==> src/rtl/pc_sequencer_if.sv <==
// Purpose: decode-side bundle for the program-counter / return-stack sequencer.
// Ports (members):
//   en, jmp, ret, target, clr_err : controls from decode into the sequencer
//   pc, depth                     : registered sequencer state
//   stack_full, stack_empty       : decoded from depth
//   ovf_err, unf_err              : sticky stack error flags
// Modports: master = decode side, slave = sequencer.
interface pc_sequencer_if #(
  parameter int unsigned ADDR_W = 5,
  parameter int unsigned DEPTH  = 4
);
  localparam int unsigned DEPTH_W = $clog2(DEPTH + 1);

  logic               en;
  logic               jmp;
  logic               ret;
  logic [ADDR_W-1:0]  target;
  logic               clr_err;
  logic [ADDR_W-1:0]  pc;
  logic [DEPTH_W-1:0] depth;
  logic               stack_full;
  logic               stack_empty;
  logic               ovf_err;
  logic               unf_err;

  modport master (
    output en, jmp, ret, target, clr_err,
    input  pc, depth, stack_full, stack_empty, ovf_err, unf_err
  );

  modport slave (
    input  en, jmp, ret, target, clr_err,
    output pc, depth, stack_full, stack_empty, ovf_err, unf_err
  );
endinterface

==> src/rtl/pc_sequencer.sv <==
// Purpose: program counter with a LIFO return-address stack. Jumps push pc+1
// and load target, returns pop the saved address, otherwise pc increments.
// Overflow/underflow are latched in sticky flags cleared by clr_err.
// Ports:
//   clk    : rising-edge clock
//   rst_n  : asynchronous active-low reset
//   bus    : pc_sequencer_if.slave (controls in, pc/depth/flags out)
module pc_sequencer #(
  parameter int unsigned ADDR_W = 5,
  parameter int unsigned DEPTH  = 4
) (
  input logic           clk,
  input logic           rst_n,
  pc_sequencer_if.slave bus
);

  localparam int unsigned DEPTH_W = $clog2(DEPTH + 1);
  localparam int unsigned PTR_W   = (DEPTH > 1) ? $clog2(DEPTH) : 1;

  logic [ADDR_W-1:0]  r_stack [DEPTH];
  logic [ADDR_W-1:0]  r_pc;
  logic [DEPTH_W-1:0] r_depth;
  logic               r_ovf_err;
  logic               r_unf_err;

  logic [ADDR_W-1:0]  w_pc_inc;
  logic [ADDR_W-1:0]  w_pc_nxt;
  logic [DEPTH_W-1:0] w_depth_nxt;
  logic               w_full;
  logic               w_empty;
  logic               w_push;
  logic               w_ovf_set;
  logic               w_unf_set;
  logic [PTR_W-1:0]   w_top_idx;
  logic [PTR_W-1:0]   w_push_idx;

  // Status decoded purely from the registered depth.
  assign w_full     = (r_depth == DEPTH_W'(DEPTH));
  assign w_empty    = (r_depth == '0);
  assign w_pc_inc   = r_pc + ADDR_W'(1);
  // Top-of-stack is depth-1; only consulted when the stack is non-empty.
  assign w_top_idx  = PTR_W'(r_depth - DEPTH_W'(1));
  // Next free slot is depth; only written when the stack is not full.
  assign w_push_idx = PTR_W'(r_depth);

  // Next-state selection: jmp > ret > sequential, all gated by en.
  always_comb begin
    w_pc_nxt    = r_pc;
    w_depth_nxt = r_depth;
    w_push      = 1'b0;
    w_ovf_set   = 1'b0;
    w_unf_set   = 1'b0;
    if (bus.en) begin
      if (bus.jmp) begin
        w_pc_nxt = bus.target;
        if (!w_full) begin
          w_push      = 1'b1;
          w_depth_nxt = r_depth + DEPTH_W'(1);
        end else begin
          w_ovf_set = 1'b1;
        end
      end else if (bus.ret) begin
        if (!w_empty) begin
          w_pc_nxt    = r_stack[w_top_idx];
          w_depth_nxt = r_depth - DEPTH_W'(1);
        end else begin
          w_pc_nxt  = w_pc_inc;
          w_unf_set = 1'b1;
        end
      end else begin
        w_pc_nxt = w_pc_inc;
      end
    end
  end

  // PC, depth and sticky errors; a set beats a same-cycle clear.
  always_ff @(posedge clk or negedge rst_n) begin
    if (!rst_n) begin
      r_pc      <= '0;
      r_depth   <= '0;
      r_ovf_err <= 1'b0;
      r_unf_err <= 1'b0;
    end else begin
      r_pc      <= w_pc_nxt;
      r_depth   <= w_depth_nxt;
      r_ovf_err <= w_ovf_set | (r_ovf_err & ~bus.clr_err);
      r_unf_err <= w_unf_set | (r_unf_err & ~bus.clr_err);
    end
  end

  // Stack storage needs no reset: entries at or above depth are never read.
  always_ff @(posedge clk) begin
    if (w_push) begin
      r_stack[w_push_idx] <= w_pc_inc;
    end
  end

  assign bus.pc          = r_pc;
  assign bus.depth       = r_depth;
  assign bus.stack_full  = w_full;
  assign bus.stack_empty = w_empty;
  assign bus.ovf_err     = r_ovf_err;
  assign bus.unf_err     = r_unf_err;

endmodule

==> src/flat_wrapper.sv <==
// flat-port wrapper written by rule: the top's interface ports become plain ports
module pc_sequencer_flat 
#(
  parameter int unsigned ADDR_W = 5,
  parameter int unsigned DEPTH  = 4
)
  (clk, rst_n, bus_en, bus_jmp, bus_ret, bus_target, bus_clr_err, bus_pc, bus_depth, bus_stack_full, bus_stack_empty, bus_ovf_err, bus_unf_err);
  pc_sequencer_if #(.ADDR_W(ADDR_W), .DEPTH(DEPTH)) bus_i ();
  input logic clk;
  input logic rst_n;
  input wire logic [$bits(bus_i.en)-1:0] bus_en;
  input wire logic [$bits(bus_i.jmp)-1:0] bus_jmp;
  input wire logic [$bits(bus_i.ret)-1:0] bus_ret;
  input wire logic [$bits(bus_i.target)-1:0] bus_target;
  input wire logic [$bits(bus_i.clr_err)-1:0] bus_clr_err;
  output wire logic [$bits(bus_i.pc)-1:0] bus_pc;
  output wire logic [$bits(bus_i.depth)-1:0] bus_depth;
  output wire logic [$bits(bus_i.stack_full)-1:0] bus_stack_full;
  output wire logic [$bits(bus_i.stack_empty)-1:0] bus_stack_empty;
  output wire logic [$bits(bus_i.ovf_err)-1:0] bus_ovf_err;
  output wire logic [$bits(bus_i.unf_err)-1:0] bus_unf_err;
  assign bus_i.en = bus_en;
  assign bus_i.jmp = bus_jmp;
  assign bus_i.ret = bus_ret;
  assign bus_i.target = bus_target;
  assign bus_i.clr_err = bus_clr_err;
  assign bus_pc = bus_i.pc;
  assign bus_depth = bus_i.depth;
  assign bus_stack_full = bus_i.stack_full;
  assign bus_stack_empty = bus_i.stack_empty;
  assign bus_ovf_err = bus_i.ovf_err;
  assign bus_unf_err = bus_i.unf_err;
  pc_sequencer #(.ADDR_W(ADDR_W), .DEPTH(DEPTH)) u_core (.clk(clk), .rst_n(rst_n), .bus(bus_i));
endmodule
==> config.mk <==
export PLATFORM = sky130hd
export DESIGN_NAME = pc_sequencer_flat
export DESIGN_NICKNAME = d
export VERILOG_FILES = /design/src/rtl/pc_sequencer_if.sv /design/src/rtl/pc_sequencer.sv /design/src/flat_wrapper.sv
export SDC_FILE = /design/constraint.sdc
export NUM_CORES = 1
export LEC_CHECK = 0
export CAP_MARGIN = 30
export CORE_ASPECT_RATIO = 0.75
export CORE_MARGIN = 1
export CORE_UTILIZATION = 56
export CTS_CLUSTER_SIZE = 30
export DETAILED_ROUTE_END_ITERATION = 8
export PLACE_DENSITY = 0.85
export REMOVE_ABC_BUFFERS = 1
export SYNTH_ARGS = -nofsm -noshare
export SYNTH_HDL_FRONTEND = slang
export SYNTH_SLANG_ARGS = --single-unit
export TNS_END_PERCENT = 30
==> constraint.sdc <==
create_clock -name clk -period 5.25 [get_ports clk]
set_clock_uncertainty 0.1 [all_clocks]
set_input_delay 0.525 -clock clk [delete_from_list [all_inputs] [get_ports clk]]
set_output_delay 0.525 -clock clk [all_outputs]
set_load 0.05 [all_outputs]
# Word level (Yosys, flattened, before mapping)
# Memories as Yosys holds them, arrays and structs flattened.
# Cells that the tools add are included.
# totals
elab_cells	38
in_bits	11
ff_bits	10
ramBits	20
memories	1
# memory_table
name	depth	word_bits	rd	rd_clocked_by_memory_dff	wr	line_no	source
u_core.r_stack	4	5	1	0	1	pc_sequencer.sv:20	logic [ADDR_W-1:0] r_stack [DEPTH];
# classes
eq_ne	3
bitwise_logic	5
n_addsub	3
reduce_logical	3
n_mux	19
# ops
cell	count
5-bit two-way mux	3
1-bit two-way mux	12
3-bit two-way mux	4
5-bit by 1-bit adder with 5-bit output, second input constant	1
2-bit inequality test, second input constant	2
4-bit AND reduction	1
3-bit by 1-bit adder with 3-bit output, second input constant	1
3-bit == test, second input constant	1
3-bit logical NOT	1
3-bit by 1-bit subtractor with 3-bit output, second input constant	1
1-bit AND	2
1-bit OR	2
2-bit nonzero test	1
1-bit NOT	1

# Depth between registers and ports, before layout
# Gate-level depths: netlist of the first run.
# depth
word_depth	6
depth_mapped	8
depth_no_buf	6

# Least setup slack after synthesis of the first run
# No wires, ideal clock.
# synth_timing
path_type	flip-flop to flip-flop
startpoint	reg u_core.r_depth[0] (netlist: u_core.bus.depth[0])
endpoint	mem u_core.r_stack[1][0], enable pin
required_time_ns	4.836
path_slack_ns	2.933
synth_period_minus_slack_ns	2.317
stages_incl_launch_ff	8
n_path_buf	1
setup_ns	0.314
arrival_time_ns	1.903
path_cell_list	dfrtp_1 buf_6 inv_1 ha_1 nand2_1 inv_1 nor2_1 and2_1
# synth_via
elab_chain_cells	6
# synth_lines
element	line_no	source
start: declaration	pc_sequencer.sv:22	logic [DEPTH_W-1:0] r_depth;
start signal: assignment	pc_sequencer.sv:85	r_depth <= w_depth_nxt;
3-bit == test	pc_sequencer.sv:38	assign w_full = (r_depth == DEPTH_W'(DEPTH));
via bus_stack_full	flat_wrapper.sv:18	output wire logic [$bits(bus_i.stack_full)-1:0] bus_stack_full;
1-bit two-way mux	pc_sequencer.sv:56	if (!w_full) begin
1-bit two-way mux	pc_sequencer.sv:54	if (bus.jmp) begin
1-bit two-way mux	pc_sequencer.sv:53	if (bus.en) begin
1-bit two-way mux	pc_sequencer.sv:93	if (w_push) begin
1-bit two-way mux (not written as such)	pc_sequencer.sv:94	r_stack[w_push_idx] <= w_pc_inc;
end: declaration	pc_sequencer.sv:20	
# The timed path passes the listed nets, and every way through them passes these cells.

# Worst setup path in the final report of the first run
# layout_timing
startpoint	reg u_core.r_depth[0] (netlist: u_core.bus.depth[0])
endpoint	out bus_stack_full
# layout_via
elab_chain_cells	1
# layout_lines
element	line_no
3-bit == test	pc_sequencer.sv:38
end: declaration	flat_wrapper.sv:18
# Every way passes these cells.

==> impl_metrics.json, run 1 <==
{
  "vias_in_the_first_global_route": 909,
  "area_delta_synth_final_pct": 19.4,
  "dpl.cell_count": 157,
  "synth_seq_cells": 30,
  "number_of_nets_in_the_layout": 147,
  "clkSinkCount": 30,
  "min-delay-path-class": "in -> async",
  "antennaDiodeCount": 0,
  "fp.dieW_um": 60.6,
  "peakVddDrop_uv": 309,
  "drt_iter0_markers": 48,
  "critical_path_peak_fanout": 10,
  "synth-main-ff-cell": "sky130_fd_sc_hd__edfxtp_1",
  "ys_top_cells_by_area": "sky130_fd_sc_hd__edfxtp_1 (42%), sky130_fd_sc_hd__dfrtp_1 (17%), sky130_fd_sc_hd__mux4_2 (6.2%)",
  "routed_via_density": 5.65,
  "synth-edff-count": 20,
  "share_of_flip_flops_with_an_asynchronous_set_or_reset_after_synthesis_pct": 33.3,
  "synth.top_cell.area_share_pct": 41.6,
  "maximum_number_of_pins_on_one_net_before_global_route_repair": 11,
  "synth.most_common_cell": "sky130_fd_sc_hd__edfxtp_1",
  "cp_data_required_time_ns": 4.62,
  "gpl.final_weighted_congestion": 0.809,
  "timing.reg2reg.setup_slack_ns": 3.09,
  "largest_area_contributor_in_the_synthesized_netlist": "sky130_fd_sc_hd__edfxtp_1",
  "timing.final.setup_violations": 0,
  "max_slew_margin_pct": 66.2,
  "netSwitchingFraction_pct": 42.6,
  "core_area_um2": 2360,
  "timing.fmax_ghz": 0.342,
  "clockRootBuffer": "sky130_fd_sc_hd__clkbuf_4",
  "ctsHoldBuffers": 0,
  "clkSlewWorstSetupHoldPaths_ns": 0.09,
  "outcome": "complete, no violations",
  "drive_above_1_share_pct": 12.3,
  "power_switching_w": 0.000423,
  "rows": 15,
  "timing.critical_path.from_type": "flip-flop",
  "timing.rr.end": "u_core.r_stack[3][2]",
  "top_level_ports": 23,
  "post_cts_setup_buffers": 0,
  "fin_crit_sh_pct": 55.6,
  "synthTopCellsByCount": "sky130_fd_sc_hd__edfxtp_1 (20), sky130_fd_sc_hd__dfrtp_1 (10), sky130_fd_sc_hd__inv_1 (9)",
  "crit_end_element": "output port",
  "detail_route.wl_per_cell_um": 16.6,
  "tns_ns": 0,
  "number_of_antenna_violations_at_the_first_check_in_global_routing": 0,
  "routed-via-count": 926,
  "pwr-share-seq_pct": 38.9,
  "dp_hpwl_um": 1940,
  "design.die.area_um2": 2790,
  "internal_power_w": 0.000568,
  "power_frac_clock_pct": 12.3,
  "floorplan.initialDensity_pct": 61.1,
  "numCtsBuffers": 5,
  "first_pass_iters": 4,
  "cts_tree": "done",
  "hold_viol": 0,
  "antenna_left": 0,
  "postCtsResizedCells": 0,
  "tightest_slew_ns": 0.506,
  "avgSynthCellArea_um2": 13.9,
  "groute.usage.overall_pct": 23.8,
  "regToRegStartpoint": "u_core.bus.depth[0]",
  "drc": 0,
  "cts_max_path_buffers": 2,
  "overflow": 0,
  "cellPowerDensity_nw_per_um2": 575,
  "number_of_levels_in_the_clock_h_tree": 2,
  "insertion_delay_ns": 0.32,
  "power_leakage_nw": 0.685,
  "combinationalPowerShare_pct": 48.8,
  "worst-setup-path-type": "reg -> out",
  "timing.reg2reg.worst_path_depth": 6,
  "postSynthCellCount": 104,
  "synth_sequential_area_ratio_pct": 58.9,
  "critical_path_arrival_ns": 2.30,
  "global_route_wire_length_before_repair_um": 4460,
  "buffer_ports.inserted": 22,
  "synth.lib_cells_used.distinct": 28,
  "synth_area_um2": 1440,
  "fp.dieH_um": 46.0,
  "rsz0062_at_grt": "no",
  "layout.cells.non_filler": 164,
  "post-route-min-period_ns": 2.92,
  "wirelength_um": 2720,
  "timing.max_cap.violations": 0,
  "yosysWarnings": 0,
  "final-max-slew-violation-count": 0
}
## per-stage QoR
stage / total power (W) / utilization, % / instance area, um2 / setup WS [ns] / hold WS [ns]
after global placement: 0.000858 / 70.9 / 1680 / 2.71 / 0.413
final: 0.000991 / 72.9 / 1720 / 2.33 / 0.433
after global routing: 0.00105 / 72.9 / 1720 / 2.17 / 0.447
after floorplan: 0.000719 / - / 1410 / 2.81 / 0.129
after detailed placement: 0.000871 / 70.9 / 1680 / 2.66 / 0.425
after CTS: 0.000995 / 72.9 / 1720 / 2.30 / 0.430
## metal layers
metal  GRT usage [%]  wire length [um]
met1            33.0              1290
met2            35.8              1210
met3            8.24               211
met4            7.27                14
met5               0                 0
## critical path, cell delays in order (launching register included)
cell	delay [ns]
sky130_fd_sc_hd__dfrtp_1	0.55
sky130_fd_sc_hd__inv_1	0.18
sky130_fd_sc_hd__ha_1	0.26
sky130_fd_sc_hd__nand2_1	0.10
sky130_fd_sc_hd__inv_1	0.08
sky130_fd_sc_hd__clkdlybuf4s50_1	0.80
## cell families after synthesis
family / after synthesis / synth area share (%)
DFF: 30 / 58.9
adders and majority gates: 6 / 5.20
xor gates and xnor gates: 6 / 3.64
muxes: 9 / 10.8
and+or+nand+nor: 20 / 8.58
AOI/OAI and AO/OA: 20 / 8.15
buffers and inverters: 13 / 4.68
## registers in the layout (all words and copies together) (netlist names)
signal	cells
u_core.bus.depth	3
u_core.bus.ovf_err	1
u_core.bus.unf_err	1
u_core.r_stack	20
u_core.bus.pc	5
## final cells by class
type	count	area (um2)
inverter	10	37.5
clock buffer	5	37.5
fill	166	641
multi-input combinational	61	526
timing repair buffer	22	220
tap	34	42.5
sequential	30	851
clock inverter	2	10.0
## power groups by stage
stage	Clock, W	Sequential, W	Combinational [W]
after floorplan	0	0.000479	0.000240
after global placement	0	0.000388	0.000471
after detailed placement	0	0.000391	0.000480
after CTS	0.000125	0.000386	0.000484
after global routing	0.000136	0.000395	0.000520
final	0.000122	0.000386	0.000483
## layout by cell type (no fill, tap or decap), drive strengths merged, types with 4 or more instances in the layout
cell / Yosys / final
mux2i: 4 / 4
edfxtp: 20 / 20
o21ai: 6 / 6
inv: 10 / 10
a21oi: 8 / 8
clkbuf: 0 / 5
dfrtp: 10 / 10
ha: 6 / 6
nand3: 4 / 4
mux4: 5 / 5
nand2: 4 / 4
clkdlybuf4s50: 0 / 22
## how the worst max path moves through the flow
stage | cells past startpoint | slack [ns] | start | end
finish | 5 | 2.33 | u_core.bus.depth[0] | bus_stack_full
global route | 5 | 2.17 | u_core.bus.depth[0] | bus_stack_full
CTS | 5 | 2.30 | u_core.bus.depth[0] | bus_stack_full
detailed placement | 5 | 2.66 | u_core.bus.depth[0] | bus_stack_full
global placement | 5 | 2.71 | u_core.bus.depth[0] | bus_stack_empty
floorplan | 6 | 2.81 | u_core.bus.depth[0] | u_core.r_stack[1][0]
(Power assumes the default switching activity.)
==> inputs of run 2 (changes only) <==
--- a/config.mk
+++ b/config.mk
@@ -8,10 +8,10 @@
 export CAP_MARGIN = 30
 export CORE_ASPECT_RATIO = 0.75
 export CORE_MARGIN = 1
-export CORE_UTILIZATION = 56
+export CORE_UTILIZATION = 47
 export CTS_CLUSTER_SIZE = 30
 export DETAILED_ROUTE_END_ITERATION = 8
-export PLACE_DENSITY = 0.85
+export PLACE_DENSITY = 0.76
 export REMOVE_ABC_BUFFERS = 1
 export SYNTH_ARGS = -nofsm -noshare
 export SYNTH_HDL_FRONTEND = slang
==> constraint.sdc (replaced) <==
create_clock -name clk -period 2.5 [get_ports clk]
set_clock_uncertainty 0.1 [all_clocks]
set_input_delay 0.25 -clock clk [delete_from_list [all_inputs] [get_ports clk]]
set_output_delay 0.25 -clock clk [all_outputs]
set_load 0.05 [all_outputs]
==> impl_metrics.json, run 2 (synthesis gave the netlist of run 1 again) <==
{
  "regToRegStartpoint": "u_core.bus.depth[1]",
  "number_of_levels_in_the_clock_h_tree": 2,
  "detail_route.wl_per_cell_um": 17.3,
  "maximum_number_of_pins_on_one_net_before_global_route_repair": 11,
  "critical_path_arrival_ns": 2.01,
  "insertion_delay_ns": 0.28,
  "wl_met3_um": 177,
  "timing.max_cap.violations": 0,
  "routed_via_density": 5.51,
  "timing.fmax_ghz": 0.423,
  "cp-startpoint": "u_core.bus.depth[1]",
  "post-route-min-period_ns": 2.36,
  "design.die.area_um2": 3300,
  "netSwitchingFraction_pct": 37.7,
  "power_switching_w": 0.000926,
  "final-max-slew-violation-count": 0,
  "wirelength_um": 2960,
  "final_core_util_pct": 62.6,
  "m1WireLength_um": 1320,
  "critical_path_peak_fanout": 8,
  "number_of_nets_in_the_layout": 149,
  "dp_hpwl_um": 2180,
  "post_cts_setup_buffers": 0,
  "groute.usage.overall_pct": 21.3,
  "hold_viol": 0,
  "routed.top_layer": "met4",
  "numCtsBuffers": 5,
  "gpl.final_weighted_congestion": 0.799,
  "drive_above_1_share_pct": 15.0,
  "ctsHoldBuffers": 0,
  "timing.reg2reg.worst_path_depth": 4,
  "tns_ns": 0,
  "routed-via-count": 942,
  "cts_tree": "done",
  "fin_crit_sh_pct": 94.5,
  "internal_power_w": 0.00153,
  "cellPowerDensity_nw_per_um2": 1340,
  "fp.dieH_um": 50,
  "drt_iter0_markers": 88,
  "rows": 17,
  "timing.critical_path.from_type": "flip-flop",
  "outcome": "complete, no violations",
  "antennaDiodeCount": 0,
  "crit_end_element": "output port",
  "final_cell_mix": "sky130_fd_sc_hd__clkdlybuf4s50_1 (21), sky130_fd_sc_hd__edfxtp_1 (20), sky130_fd_sc_hd__dfrtp_1 (10), sky130_fd_sc_hd__inv_1 (9), sky130_fd_sc_hd__a21oi_1 (8)",
  "fp.dieW_um": 66,
  "mostFrequentLayoutCell": "sky130_fd_sc_hd__clkdlybuf4s50_1",
  "floorplan.initialDensity_pct": 49.2,
  "postCtsResizedCells": 0,
  "number_of_antenna_violations_at_the_first_check_in_global_routing": 0,
  "crit_end": "bus_stack_empty",
  "cts_max_path_buffers": 2,
  "global_route_wire_length_before_repair_um": 4740,
  "timing.final.setup_violations": 0,
  "largest_register_ffs": 20,
  "first_pass_iters": 4,
  "min-delay-path-class": "in -> async",
  "clockRootBuffer": "sky130_fd_sc_hd__clkbuf_8",
  "max_slew_margin_pct": 61.7,
  "top_level_ports": 23,
  "power_frac_clock_pct": 24.7,
  "timing.reg2reg.setup_slack_ns": 0.68,
  "overflow": 0,
  "antenna_left": 0,
  "drc": 0,
  "clkSinkCount": 30,
  "vias_in_the_first_global_route": 935,
  "buffer_ports.inserted": 22,
  "peakVddDrop_uv": 655,
  "core_area_um2": 2940,
  "rsz0062_at_grt": "no",
  "combinationalPowerShare_pct": 43.4,
  "cp_data_required_time_ns": 2.15,
  "timing.rr.end": "u_core.r_stack[0][3]",
  "top_register": "u_core.r_stack",
  "area_delta_synth_final_pct": 27.2,
  "power_leakage_nw": 0.737,
  "pwr-share-seq_pct": 31.9,
  "finish.instance_area_um2": 1840,
  "tightest_slew_ns": 0.573,
  "met2_length_um": 1390,
  "placement.cell_area_um2": 1690,
  "clkSlewWorstSetupHoldPaths_ns": 0.07,
  "worst-setup-path-type": "reg -> out"
}
==> run 2: cell types whose count changed in the layout (fill, tap and decap cells not counted) <==
cell,previous run,this run
sky130_fd_sc_hd__clkinv_2,2,0
sky130_fd_sc_hd__bufinv_16,0,2
sky130_fd_sc_hd__clkbuf_8,0,6
sky130_fd_sc_hd__buf_4,0,3
sky130_fd_sc_hd__clkdlybuf4s50_1,22,21
sky130_fd_sc_hd__clkbuf_4,5,0
==> run 2: worst min-delay path by stage <==
stage,from,end,slack (ns),cells after the start
finish,rst_n,u_core.bus.depth[2],0.19,1
global route,rst_n,u_core.bus.depth[2],0.22,1
CTS,rst_n,u_core.bus.depth[2],0.20,1
detailed placement,u_core.bus.pc[4],u_core.bus.pc[4],0.44,2
global placement,u_core.bus.unf_err,u_core.bus.unf_err,0.41,2
floorplan,rst_n,u_core.bus.depth[0],-0.15,0
==> run 2: routing by layer <==
metal	global-route usage [%]	vias to the layer above
met1	29.1	468
met2	29.3	28
met4	11.0	0
li1	-	438
met3	8.10	8
met5	0	-
==> run 2: final cells by class <==
| class | count | area (um2) |
|---|---|---|
| inverters | 10 | 37.5 |
| flip-flops and latches | 30 | 851 |
| well taps | 38 | 47.5 |
| clock inverters | 2 | 60.1 |
| repair buffers | 24 | 233 |
| clock buffers | 6 | 82.6 |
| multi-input cells | 61 | 526 |
| fillers | 227 | 1100 |
==> run 2: worst max-delay path, cell delays in order (launching register included) <==
cell and delay (ns):
sky130_fd_sc_hd__dfrtp_1 0.42, sky130_fd_sc_hd__inv_1 0.12, sky130_fd_sc_hd__ha_1 0.24, sky130_fd_sc_hd__nand2b_4 0.11
sky130_fd_sc_hd__inv_1 0.06, sky130_fd_sc_hd__clkdlybuf4s50_1 0.79
==> run 2: power by group through the flow <==
stage | registers, W | logic (W) | clock network [W]
global placement | 0.000787 | 0.00105 | 0
detailed placement | 0.000791 | 0.00106 | 0
finish | 0.000783 | 0.00107 | 0.000608
CTS | 0.000783 | 0.00107 | 0.000624
global route | 0.000794 | 0.00115 | 0.000642
floorplan | 0.00101 | 0.000504 | 0
==> run 2: stage by stage <==
step	hold slack [ns]	std cells	setup slack [ns]	power [W]
final	0.189	171	0.138	0.00246
after global routing	0.217	171	0.00660	0.00258
after CTS	0.198	171	0.131	0.00248
after detailed placement	0.438	163	0.444	0.00186
after global placement	0.414	163	0.476	0.00183
after floorplan	-0.146	101	0.0641	0.00151
==> inputs of run 3 (changes only) <==
--- a/config.mk
+++ b/config.mk
@@ -8,10 +8,11 @@
 export CAP_MARGIN = 30
 export CORE_ASPECT_RATIO = 0.75
 export CORE_MARGIN = 1
-export CORE_UTILIZATION = 47
+export CORE_UTILIZATION = 55
 export CTS_CLUSTER_SIZE = 30
 export DETAILED_ROUTE_END_ITERATION = 8
-export PLACE_DENSITY = 0.76
+export DONT_BUFFER_PORTS = 1
+export PLACE_DENSITY = 0.75
 export REMOVE_ABC_BUFFERS = 1
 export SYNTH_ARGS = -nofsm -noshare
 export SYNTH_HDL_FRONTEND = slang
==> impl_metrics.json, run 3 (synthesis gave the netlist of run 1 again) <==
{
  "outcome": "complete, no violations",
  "hold_ws_ns": 0.0206,
  "clockRootBuffer": "sky130_fd_sc_hd__clkbuf_4",
  "critical_path_peak_fanout": 5,
  "dpl.cell_count": 139,
  "cts_tree": "done",
  "timing.max_cap.violations": 0,
  "max_slew_margin_pct": 61.0,
  "floorplan.initialDensity_pct": 60.6,
  "drc": 0,
  "timing.rr.end": "u_core.bus.pc[4]",
  "timing.reg2reg.worst_path_depth": 5,
  "global_route_wire_length_before_repair_um": 4250,
  "number_of_nets_in_the_layout": 135,
  "rsz0062_at_grt": "no",
  "vias_in_the_first_global_route": 867,
  "overflow": 0,
  "top_level_ports": 23,
  "groute.usage.overall_pct": 23.8,
  "insertion_delay_ns": 0.33,
  "antennaDiodeCount": 0,
  "timing.final.setup_violations": 0,
  "worst-setup-path-type": "reg -> reg",
  "drive_above_1_share_pct": 17.6,
  "crit_end": "u_core.bus.pc[4]",
  "detail_route.wl_per_cell_um": 18.7,
  "numCtsBuffers": 5,
  "largest_register_ffs": 20,
  "first_pass_iters": 4,
  "critical_path_arrival_ns": 2.08,
  "clkSlewWorstSetupHoldPaths_ns": 0.10,
  "design.die.area_um2": 2840,
  "min-delay-path-class": "in -> reg",
  "buffer_ports.inserted": 0,
  "number_of_levels_in_the_clock_h_tree": 2,
  "cellPowerDensity_nw_per_um2": 1290,
  "top_register": "u_core.r_stack",
  "post_cts_setup_buffers": 0,
  "post-route-min-period_ns": 1.91,
  "number_of_antenna_violations_at_the_first_check_in_global_routing": 0,
  "fin_crit_sh_pct": 76.5,
  "maximum_number_of_pins_on_one_net_before_global_route_repair": 11,
  "mostFrequentLayoutCell": "sky130_fd_sc_hd__edfxtp_1",
  "rows": 15,
  "gpl.final_weighted_congestion": 0.807,
  "fp.dieH_um": 46.4,
  "area_delta_synth_final_pct": 12.5,
  "tightest_slew_ns": 0.584,
  "regToRegStartpoint": "u_core.bus.pc[1]",
  "tns_ns": 0,
  "peakVddDrop_uv": 856,
  "antenna_left": 0,
  "routed_via_density": 5.82,
  "final-max-slew-violation-count": 0,
  "layout.cells.non_filler": 153,
  "cp_data_required_time_ns": 2.67,
  "hold_start": "bus_en",
  "dp_hpwl_um": 2000,
  "core_area_um2": 2380,
  "clkSinkCount": 30,
  "crit_end_element": "flip-flop",
  "final_cell_mix": "sky130_fd_sc_hd__edfxtp_1 (20), sky130_fd_sc_hd__dfrtp_1 (10), sky130_fd_sc_hd__inv_1 (9), sky130_fd_sc_hd__a21oi_1 (8)",
  "timing.critical_path.from_type": "flip-flop",
  "routed-via-count": 890,
  "timing.reg2reg.setup_slack_ns": 0.59,
  "wirelength_um": 2870,
  "drt_iter0_markers": 97,
  "timing.fmax_ghz": 0.523,
  "hold_viol": 0,
  "cp-startpoint": "u_core.bus.pc[1]",
  "fp.dieW_um": 61.2,
  "power_leakage_nw": 0.659,
  "cts_max_path_buffers": 2
}
==> run 3: cell count changes in the layout (fill, tap and decap cells not counted), sizes merged <==
cell / before / now
clkdlybuf4s50: 21 / 0
dlygate4sd3: 0 / 6
clkinv: 0 / 2
buf: 3 / 4
bufinv: 2 / 1
clkbuf: 6 / 5
==> run 3: per-stage QoR <==
step / utilization, % / worst slack (ns) / cell area, um2 / power (W)
floorplan: - / 0.0641 / 1410 / 0.00151
global placement: 62.4 / 0.591 / 1490 / 0.00171
detailed placement: 62.4 / 0.587 / 1490 / 0.00173
CTS: 68.1 / 0.567 / 1620 / 0.00212
global route: 68.1 / 0.421 / 1620 / 0.00221
finish: 68.1 / 0.587 / 1620 / 0.00210
==> run 3: layer usage <==
layer / share of wire (%) / global-route usage (%) / vias up
met5: 0 / 0 / -
met4: 2.5 / 15.0 / 0
met3: 8.3 / 5.90 / 9
met2: 45 / 31.1 / 33
met1: 45 / 35.2 / 441
li1: - / - / 407
==> run 3: timing repair <==
action / CTS / global route
endpoints found under the hold margin: 16 / 0
hold buffers: 6 / 0
setup endpoints to repair: 0 / 0
gates resized for setup: 0 / 0
==> run 3: how the worst min path moves through the flow <==
stage,end,cells past startpoint
final,u_core.bus.pc[2],2
after global routing,u_core.bus.pc[2],2
after CTS,u_core.bus.pc[2],2
after detailed placement,u_core.bus.pc[1],0
after global placement,u_core.bus.pc[1],0
after floorplan,u_core.bus.depth[0],0
==> run 3: layout make-up <==
| cell class | count | area, um2 |
|---|---|---|
| clock buffers | 5 | 37.5 |
| repair buffers | 10 | 90.1 |
| well taps | 34 | 42.5 |
| inverters | 10 | 37.5 |
| fillers | 182 | 759 |
| multi-input cells | 61 | 526 |
| clock inverters | 3 | 40.0 |
| flip-flops and latches | 30 | 851 |
==> run 3: worst max-delay path: stages (launching register included) <==
cell and delay (ns):
sky130_fd_sc_hd__dfrtp_1 0.71, sky130_fd_sc_hd__ha_1 0.30, sky130_fd_sc_hd__nand3_1 0.09, sky130_fd_sc_hd__xnor2_1 0.37, sky130_fd_sc_hd__mux2i_1 0.13, sky130_fd_sc_hd__o21ai_1 0.14
==> run 3: where the power goes <==
group | total, W | internal, W | switching (W)
clock | 0.000379 | 0.000207 | 0.000172
combinational | 0.000795 | 0.000307 | 0.000488
sequential | 0.000927 | 0.000691 | 0.000236
